`src/rtl/mem_port_arbiter_if.sv`:
```
// Memory bus between the fetch/data arbiter and an SRAM-like slave.
// One address phase (req/addr_ok) then one data phase (data_ok).
interface mem_port_arbiter_if #(
   parameter int AW = 32,
   parameter int DW = 32
);
   logic          mem_req;
   logic          mem_wr;
   logic [1:0]    mem_size;
   logic [AW-1:0] mem_addr;
   logic [DW-1:0] mem_wdata;
   logic          mem_addr_ok;
   logic          mem_data_ok;
   logic [DW-1:0] mem_rdata;

   modport master (
      output mem_req, mem_wr, mem_size,
      output mem_addr, mem_wdata,
      input  mem_addr_ok, mem_data_ok,
      input  mem_rdata
   );

   modport slave (
      input  mem_req, mem_wr, mem_size,
      input  mem_addr, mem_wdata,
      output mem_addr_ok, mem_data_ok,
      output mem_rdata
   );
endinterface

```
`src/rtl/mem_port_arbiter.sv`:
```
// Shares one memory port between fetch and data sides; data wins.
// Completed results are held until the owning stage advances.
module mem_port_arbiter #(
   parameter int AW = 32,
   parameter int DW = 32
) (
   input  logic          clk,
   input  logic          rst,
   input  logic          inst_req,
   input  logic [AW-1:0] inst_addr,
   input  logic          inst_accept,
   output logic [DW-1:0] inst_rdata,
   output logic          imem_busy,
   input  logic          data_req,
   input  logic          data_wr,
   input  logic [1:0]    data_size,
   input  logic [AW-1:0] data_addr,
   input  logic [DW-1:0] data_wdata,
   input  logic          data_accept,
   output logic [DW-1:0] data_rdata,
   output logic          dmem_busy,
   mem_port_arbiter_if.master bus
);
   typedef enum logic [2:0] {
      IDLE   = 3'd0,
      D_ADDR = 3'd1,
      D_DATA = 3'd2,
      I_ADDR = 3'd3,
      I_DATA = 3'd4
   } state_e;

   state_e        state_q, state_d;
   logic          mem_wr_q, mem_wr_d;
   logic [1:0]    mem_size_q, mem_size_d;
   logic [AW-1:0] mem_addr_q, mem_addr_d;
   logic [DW-1:0] mem_wdata_q, mem_wdata_d;
   logic          i_done_q, i_done_d;
   logic          d_done_q, d_done_d;
   logic [DW-1:0] i_buf_q, i_buf_d;
   logic [DW-1:0] d_buf_q, d_buf_d;

   logic i_start, d_start, i_cmp, d_cmp;

   always_comb begin
      d_start = data_req && !d_done_q;
      i_start = inst_req && !i_done_q;
      i_cmp   = (state_q == I_DATA) && bus.mem_data_ok;
      d_cmp   = (state_q == D_DATA) && bus.mem_data_ok;
   end

   always_ff @(posedge clk) begin
      if (rst) state_q <= IDLE;
      else     state_q <= state_d;
   end

   always_comb begin
      state_d = state_q;
      unique case (state_q)
         IDLE: begin
            if (d_start)      state_d = D_ADDR;
            else if (i_start) state_d = I_ADDR;
         end
         D_ADDR: if (bus.mem_addr_ok) state_d = D_DATA;
         D_DATA: if (bus.mem_data_ok) state_d = IDLE;
         I_ADDR: if (bus.mem_addr_ok) state_d = I_DATA;
         I_DATA: if (bus.mem_data_ok) state_d = IDLE;
         default: state_d = IDLE;
      endcase
   end

   // A dropped requester still lets the bus finish but never sets done.
   always_comb begin
      mem_wr_d    = mem_wr_q;
      mem_size_d  = mem_size_q;
      mem_addr_d  = mem_addr_q;
      mem_wdata_d = mem_wdata_q;
      if (state_q == IDLE) begin
         if (d_start) begin
            mem_wr_d    = data_wr;
            mem_size_d  = data_size;
            mem_addr_d  = data_addr;
            mem_wdata_d = data_wdata;
         end else if (i_start) begin
            mem_wr_d   = 1'b0;
            mem_size_d = 2'd2;
            mem_addr_d = inst_addr;
         end
      end
      i_buf_d = i_cmp ? bus.mem_rdata : i_buf_q;
      d_buf_d = d_cmp ? bus.mem_rdata : d_buf_q;
      i_done_d = i_done_q;
      if (inst_accept)              i_done_d = 1'b0;
      else if (i_cmp && inst_req)   i_done_d = 1'b1;
      d_done_d = d_done_q;
      if (data_accept)              d_done_d = 1'b0;
      else if (d_cmp && data_req)   d_done_d = 1'b1;
   end

   always_ff @(posedge clk) begin
      if (rst) begin
         mem_wr_q    <= 1'b0;
         mem_size_q  <= 2'd0;
         mem_addr_q  <= '0;
         mem_wdata_q <= '0;
         i_done_q    <= 1'b0;
         d_done_q    <= 1'b0;
         i_buf_q     <= '0;
         d_buf_q     <= '0;
      end else begin
         mem_wr_q    <= mem_wr_d;
         mem_size_q  <= mem_size_d;
         mem_addr_q  <= mem_addr_d;
         mem_wdata_q <= mem_wdata_d;
         i_done_q    <= i_done_d;
         d_done_q    <= d_done_d;
         i_buf_q     <= i_buf_d;
         d_buf_q     <= d_buf_d;
      end
   end

   always_comb begin
      bus.mem_req   = (state_q == D_ADDR) || (state_q == I_ADDR);
      bus.mem_wr    = mem_wr_q;
      bus.mem_size  = mem_size_q;
      bus.mem_addr  = mem_addr_q;
      bus.mem_wdata = mem_wdata_q;
      imem_busy  = inst_req && !i_done_q && !i_cmp;
      dmem_busy  = data_req && !d_done_q && !d_cmp;
      inst_rdata = i_cmp ? bus.mem_rdata : i_buf_q;
      data_rdata = d_cmp ? bus.mem_rdata : d_buf_q;
   end
endmodule

```
`src/flat_wrapper.sv`:
```
// flat-port wrapper written by rule: the top's interface ports become plain ports
module mem_port_arbiter_flat 
#(
   parameter int AW = 32,
   parameter int DW = 32
)
  (clk, rst, inst_req, inst_addr, inst_accept, inst_rdata, imem_busy, data_req, data_wr, data_size, data_addr, data_wdata, data_accept, data_rdata, dmem_busy, bus_mem_req, bus_mem_wr, bus_mem_size, bus_mem_addr, bus_mem_wdata, bus_mem_addr_ok, bus_mem_data_ok, bus_mem_rdata);
  mem_port_arbiter_if #(.AW(AW), .DW(DW)) bus_i ();
  input  logic clk;
  input  logic rst;
  input  logic inst_req;
  input  logic [AW-1:0] inst_addr;
  input  logic inst_accept;
  output logic [DW-1:0] inst_rdata;
  output logic imem_busy;
  input  logic data_req;
  input  logic data_wr;
  input  logic [1:0] data_size;
  input  logic [AW-1:0] data_addr;
  input  logic [DW-1:0] data_wdata;
  input  logic data_accept;
  output logic [DW-1:0] data_rdata;
  output logic dmem_busy;
  output wire logic [$bits(bus_i.mem_req)-1:0] bus_mem_req;
  output wire logic [$bits(bus_i.mem_wr)-1:0] bus_mem_wr;
  output wire logic [$bits(bus_i.mem_size)-1:0] bus_mem_size;
  output wire logic [$bits(bus_i.mem_addr)-1:0] bus_mem_addr;
  output wire logic [$bits(bus_i.mem_wdata)-1:0] bus_mem_wdata;
  input wire logic [$bits(bus_i.mem_addr_ok)-1:0] bus_mem_addr_ok;
  input wire logic [$bits(bus_i.mem_data_ok)-1:0] bus_mem_data_ok;
  input wire logic [$bits(bus_i.mem_rdata)-1:0] bus_mem_rdata;
  assign bus_mem_req = bus_i.mem_req;
  assign bus_mem_wr = bus_i.mem_wr;
  assign bus_mem_size = bus_i.mem_size;
  assign bus_mem_addr = bus_i.mem_addr;
  assign bus_mem_wdata = bus_i.mem_wdata;
  assign bus_i.mem_addr_ok = bus_mem_addr_ok;
  assign bus_i.mem_data_ok = bus_mem_data_ok;
  assign bus_i.mem_rdata = bus_mem_rdata;
  mem_port_arbiter #(.AW(AW), .DW(DW)) u_core (.clk(clk), .rst(rst), .inst_req(inst_req), .inst_addr(inst_addr), .inst_accept(inst_accept), .inst_rdata(inst_rdata), .imem_busy(imem_busy), .data_req(data_req), .data_wr(data_wr), .data_size(data_size), .data_addr(data_addr), .data_wdata(data_wdata), .data_accept(data_accept), .data_rdata(data_rdata), .dmem_busy(dmem_busy), .bus(bus_i));
endmodule
```
`config.mk`:
```
export PLATFORM = sky130hd
export DESIGN_NAME = mem_port_arbiter_flat
export DESIGN_NICKNAME = d
export VERILOG_FILES = /design/src/rtl/mem_port_arbiter_if.sv /design/src/rtl/mem_port_arbiter.sv /design/src/flat_wrapper.sv
export SDC_FILE = /design/constraint.sdc
export NUM_CORES = 1
export LEC_CHECK = 0
export CAP_MARGIN = 20
export CORE_AREA = 4 4 141 143
export DETAILED_ROUTE_END_ITERATION = 6
export DIE_AREA = 0 0 145 147
export PLACE_DENSITY = 0.64
export SLEW_MARGIN = 40
export SYNTH_ARGS = -nofsm -noshare
export SYNTH_HDL_FRONTEND = slang
export SYNTH_SLANG_ARGS = --single-unit
export TNS_END_PERCENT = 1
```
`constraint.sdc`:
```
create_clock -name clk -period 3 [get_ports clk]
set_clock_uncertainty 0.15 [all_clocks]
set_input_delay 0.45 -clock clk [delete_from_list [all_inputs] [get_ports clk]]
set_output_delay 0.45 -clock clk [all_outputs]
set_load 0.02 [all_outputs]
```
# [Word level (Yosys, flattened, before mapping)]
# Index checks and enable logic that the tools add are counted.
[totals] mem_count=0 wordCells=52 ff_bits=136 ramBits=0 rom_bits=0 latchBits=0
[op_classes] shifts=0 reduce_logical=21 n_bitwise=0 magnitude_cmp=0 eq_ne=8 n_addsub=0 n_mux=14 n_mul=0 n_div=0
[op_table] operator="$mux 32" count=4
[op_table] operator="$mux 3" count=5
[op_table] operator="$pmux 3 s4" count=1
[op_table] operator="$logic_and 1x1->1" count=8
[op_table] operator="$eq 3x2->1 const B" count=2
[op_table] operator="$reduce_or 2->1" count=3
[op_table] operator="$logic_not 1->1" count=4
[op_table] operator="$mux 2" count=2
[op_table] operator="$ne 2x2->1 const B" count=2
[op_table] operator="$reduce_and 2->1" count=2
[op_table] operator="$reduce_and 4->1" count=1
[op_table] operator="$eq 3x1->1 const B" count=1
[op_table] operator="$eq 3x3->1 const B" count=1
[op_table] operator="$logic_not 3->1" count=1
[op_table] operator="$ne 3x1->1 const B" count=1
[op_table] operator="$mux 1" count=2
[op_table] operator="$ne 2x1->1 const B" count=1
[op_table] operator="$reduce_bool 2->1" count=1
[op_table] operator="$logic_or 1x1->1" count=1

# [Depth between registers and ports, before layout]
[depth] ltp_word=5 ltp_mapped=8

# [Least setup slack after synthesis]
# No wires, ideal clock.
[synth_path] path_kind="register to output" start="register u_core.state_q[1]" end="output port data_rdata[10]" path_stages_with_launch=6 t_required_ns=2.400 t_arrival_ns=1.444 path_slack_ns=0.956 path_buffers=2 path_cell_list="dfxtp_1 buf_2 nand2_1 nor3_2 buf_4 mux2_2"
[synth_via] elab_chain_cells=3
[synth_lines] item="start, declared" line_no="mem_port_arbiter.sv:32" text="state_e state_q, state_d;"
[synth_lines] item="start signal, assigned" line_no="mem_port_arbiter.sv:53" text="else state_q <= state_d;"
[synth_lines] item="$eq 3x2->1" line_no="mem_port_arbiter.sv:48" text="d_cmp = (state_q == D_DATA) && bus.mem_data_ok;"
[synth_lines] item="$logic_and 1x1->1" line_no="mem_port_arbiter.sv:48"
[synth_lines] item="$mux 32" line_no="mem_port_arbiter.sv:130" text="data_rdata = d_cmp ? bus.mem_rdata : d_buf_q;"
[synth_lines] item="end, declared" line_no="flat_wrapper.sv:22" text="output logic [DW-1:0] data_rdata;"
# No other way between the ends.

# [Final worst setup path]
[layout_path] start="input port bus_mem_data_ok" end="output port inst_rdata[31]"
[layout_via] elab_chain_cells=2
[layout_lines] item="start, declared" line_no="flat_wrapper.sv:30" text="input wire logic [$bits(bus_i.mem_data_ok)-1:0] bus_mem_data_ok;"
[layout_lines] item="$logic_and 1x1->1" line_no="mem_port_arbiter.sv:47" text="i_cmp = (state_q == I_DATA) && bus.mem_data_ok;"
[layout_lines] item="$mux 32"
[layout_lines] item="end, declared" line_no="flat_wrapper.sv:14" text="output logic [DW-1:0] inst_rdata;"
# No other way between the ends.

==> run_results.csv <==
group,metric,value,unit
placed_design,portBuffers,272,
die,dieArea,21300,um^2
setup_path,crit_chain,"clkdlybuf4s50_1 > nor4bb_4 > bufbuf_16 > mux2_2 > dlygate4sd2_1",
synthesis,asyncSetResetFlopFracSynth,0,
die,core,18600,um^2
clock_network,clkLatencyLatePin,0.41,ns
layout,syn_to_final_growth,65.9,%
route,drc,0,
synthesis,synthTopCellsByArea,"dfxtp_1, mux2_2, nor2b_1",
timing,period_share,0.970,
timing,tightest_slew,0.557,ns
synthesis,ys_ff_latch,136,
timing,min_period,2.91,ns
power,p_leak,4.08,nW
route,wl,16600,um
global_routing,grt_max_degree,66,
die,ios,273,
placed_design,place_congestion,0.736,
global_routing,grt_overflow,0,
synthesis,syn_area,5510,um^2
setup_path,criticalPathCategory,"in2out",
setup_path,startpoint_type,"primary input",
layout,nets,938,
die,row_count,50,
die,start_util,0.297,
clock_network,cts_buffer_depth,2,
layout,finalInstanceArea,9150,um^2
setup_path,cp_top_family,"buffers and inverters",
global_routing,antenna_found_initial,0,
status,outcome,"finished, final reports clean",
synthesis,syn_avg_cell_area,10.3,um^2
setup_path,end_kind,"output port",
route,ant_nets,0,
synthesis,synthFlopType,"dfxtp_1",
timing,fin_setup_tns,0,ns
clock_network,h-tree-depth,4,
synthesis,synth_cell_types,29,
global_routing,first_global_vias,4653,
timing,maxSlewHeadroom,0.629,
setup_path,worstPathRequired,2.40,ns
hold_path,hold_class,"reg2reg",
clock_network,cts-root-buf,"clkbuf_16",
setup_path,worstPathMaxFanout,15,
synthesis,syn-instance-count,534,
synthesis,yosys_warnings,0,
timing,hold_viol_final,0,
timing,timing.fmax,344,MHz
synthesis,synth_fp_nets,673,
setup_path,r2r_cells,5,
placed_design,place_area,8450,um^2
placed_design,hpwl,11800,um
clock_network,clock-sinks,136,
setup_path,path_buf_inv,3,
clock_network,cts_tree,"yes",
setup_path,arrival,2.31,ns
die,die_h,147,um
route,vias,4620,
layout,final_cells,1046,
placed_design,placed_cells,1011,
setup_path,path_depth,5,
synthesis,synth_edf_count,0,
synthesis,ys_seq_area_frac,0.494,
timing,finalSetupViolations,0,
route,drt_first_pass_iters,4,
setup_path,critPathMaxStageDelay,0.50,ns
clock_network,clk_pin_slew,0.06,ns
hold_path,hold_depth,2,
route,first_iter_violations,143,
clock_network,cts_buffers,17,
job,max-cap-violations,0,
timing,rsz0062_at_grt,"true",
die,die_w,145,um
power,power_density,664,nW/um^2
setup_path,cp_slowest_cell,"clkdlybuf4s50_1",
synthesis,yosysTopAreaCellShare,0.494,
synthesis,yosys.area.top_type,"dfxtp_1",
layout,drive_gt1_frac,0.172,
global_routing,grt_pass1_wl,26400,um
route,drt-wirelength-per-cell,15.9,um
timing,drv_slew,0,
power,ir_worst_vdd,0.000364,V
route,via_per_inst,4.42,
layout,antennaDiodeCount,0,
global_routing,grt_util_all_layers,0.154,
[cell usage after synthesis (2+ instances only)]
master	n
nand2b_1	3
nor3_1	4
nor2b_1	65
buf_4	12
mux2i_1	33
buf_2	9
a21oi_1	35
nor2_1	38
a211oi_2	20
dfxtp_1	136
mux2_2	64
a22oi_1	2
nand2_1	66
buf_6	6
clkbuf_1	15
a211oi_1	13
[worst paths after layout]
| path | start | end | slack [ns] |
|---|---|---|---|
| worst max-delay path | bus_mem_data_ok | inst_rdata[31] | 0.09 |
| worst min-delay path | u_core.bus.mem_wdata[10]$_SDFFE_PP0P_ | u_core.bus.mem_wdata[10]$_SDFFE_PP0P_ | 0.30 |
| worst max register to register | u_core.state_q[2]$_SDFFE_PP0P_ | u_core.bus.mem_wdata[27]$_SDFFE_PP0P_ | 0.91 |
| worst min register to register | u_core.bus.mem_wdata[10]$_SDFFE_PP0P_ | u_core.bus.mem_wdata[10]$_SDFFE_PP0P_ | 0.30 |
[what timing repair did]
action                     CTS  global route
resized for setup           47            21
gates cloned                 1             0
setup buffers                2             0
hold endpoints to repair     0             0
hold buffers                 0             0
setup endpoints to repair   64            41
pin swaps                    1             0
[stage by stage]
stage,utilization,power (mW),setup WS [ns],hold WS (ns)
after floorplan,-,3.08,0.956,0.326
after global placement,0.455,3.82,-0.0925,0.291
after detailed placement,0.455,3.83,-0.127,0.296
after CTS,0.489,6.17,0.000219,0.305
after global routing,0.492,6.37,-0.00891,0.317
final,0.492,6.07,0.0890,0.302
[flip-flops by register name, summed over array words and instances (netlist names)]
register	cells
u_core.i_buf_q	32
u_core.state_q	3
u_core.bus.mem_size	2
u_core.d_buf_q	32
u_core.bus.mem_addr	32
u_core.i_done_q	1
u_core.bus.mem_wr	1
u_core.d_done_q	1
u_core.bus.mem_wdata	32
[power breakdown]
part | leakage, nW | switching (mW) | internal (mW)
sequential | 1.11 | 0.106 | 2.00
combinational | 2.65 | 0.844 | 0.797
clock | 0.313 | 0.833 | 1.49
total | 4.08 | 1.78 | 4.29
[worst min-delay path, cell delays in order, from the launching register on]
cell	delay, ns
dfxtp_1	0.31
nand2_1	0.05
a21oi_1	0.05
[cell type report]
cell class	count	area (um^2)
Inverter	1	3.75
Fill cell	1760	9440
Timing Repair Buffer	288	2920
Clock inverter	14	221
Clock buffer	18	429
Multi-Input combinational cell	355	2550
Tap cell	234	293
Sequential cell	136	2730
[routing by layer]
metal  track usage  share of wire  up-vias  routed length, um
li1              -              -     2343                  -
met1         0.192           0.44     2081               7400
met2         0.242           0.45      183               7530
met3        0.0737          0.092       13               1530
met4        0.0385          0.011        0                181
met5             0              0        -                  0
[layout by cell type (no fill, tap or decap), drive strengths merged, types with 3 or more instances in the layout]
cell	instances
nor2	39
dfxtp	136
dlymetal6s2s	19
mux2	64
nor2b	65
inv	4
buf	16
dlygate4sd2	45
nor3	5
nand2b	3
mux2i	33
a21oi	36
a211oi	33
clkbuf	18
bufinv	5
clkdlybuf4s50	207
clkinv	4
nand2	66
[cell families (layout without fill, tap and decap cells)]
kind of cell / after synthesis / in the layout / synth area share
buf+inv: 43 / 321 / 0.0477
simple gates: 182 / 182 / 0.160
compound gates: 75 / 75 / 0.106
mux: 97 / 97 / 0.191
flops: 136 / 136 / 0.494
xor+xnor: 1 / 1 / 0.00159
Note: power is estimated with default switching activity, not from simulation.
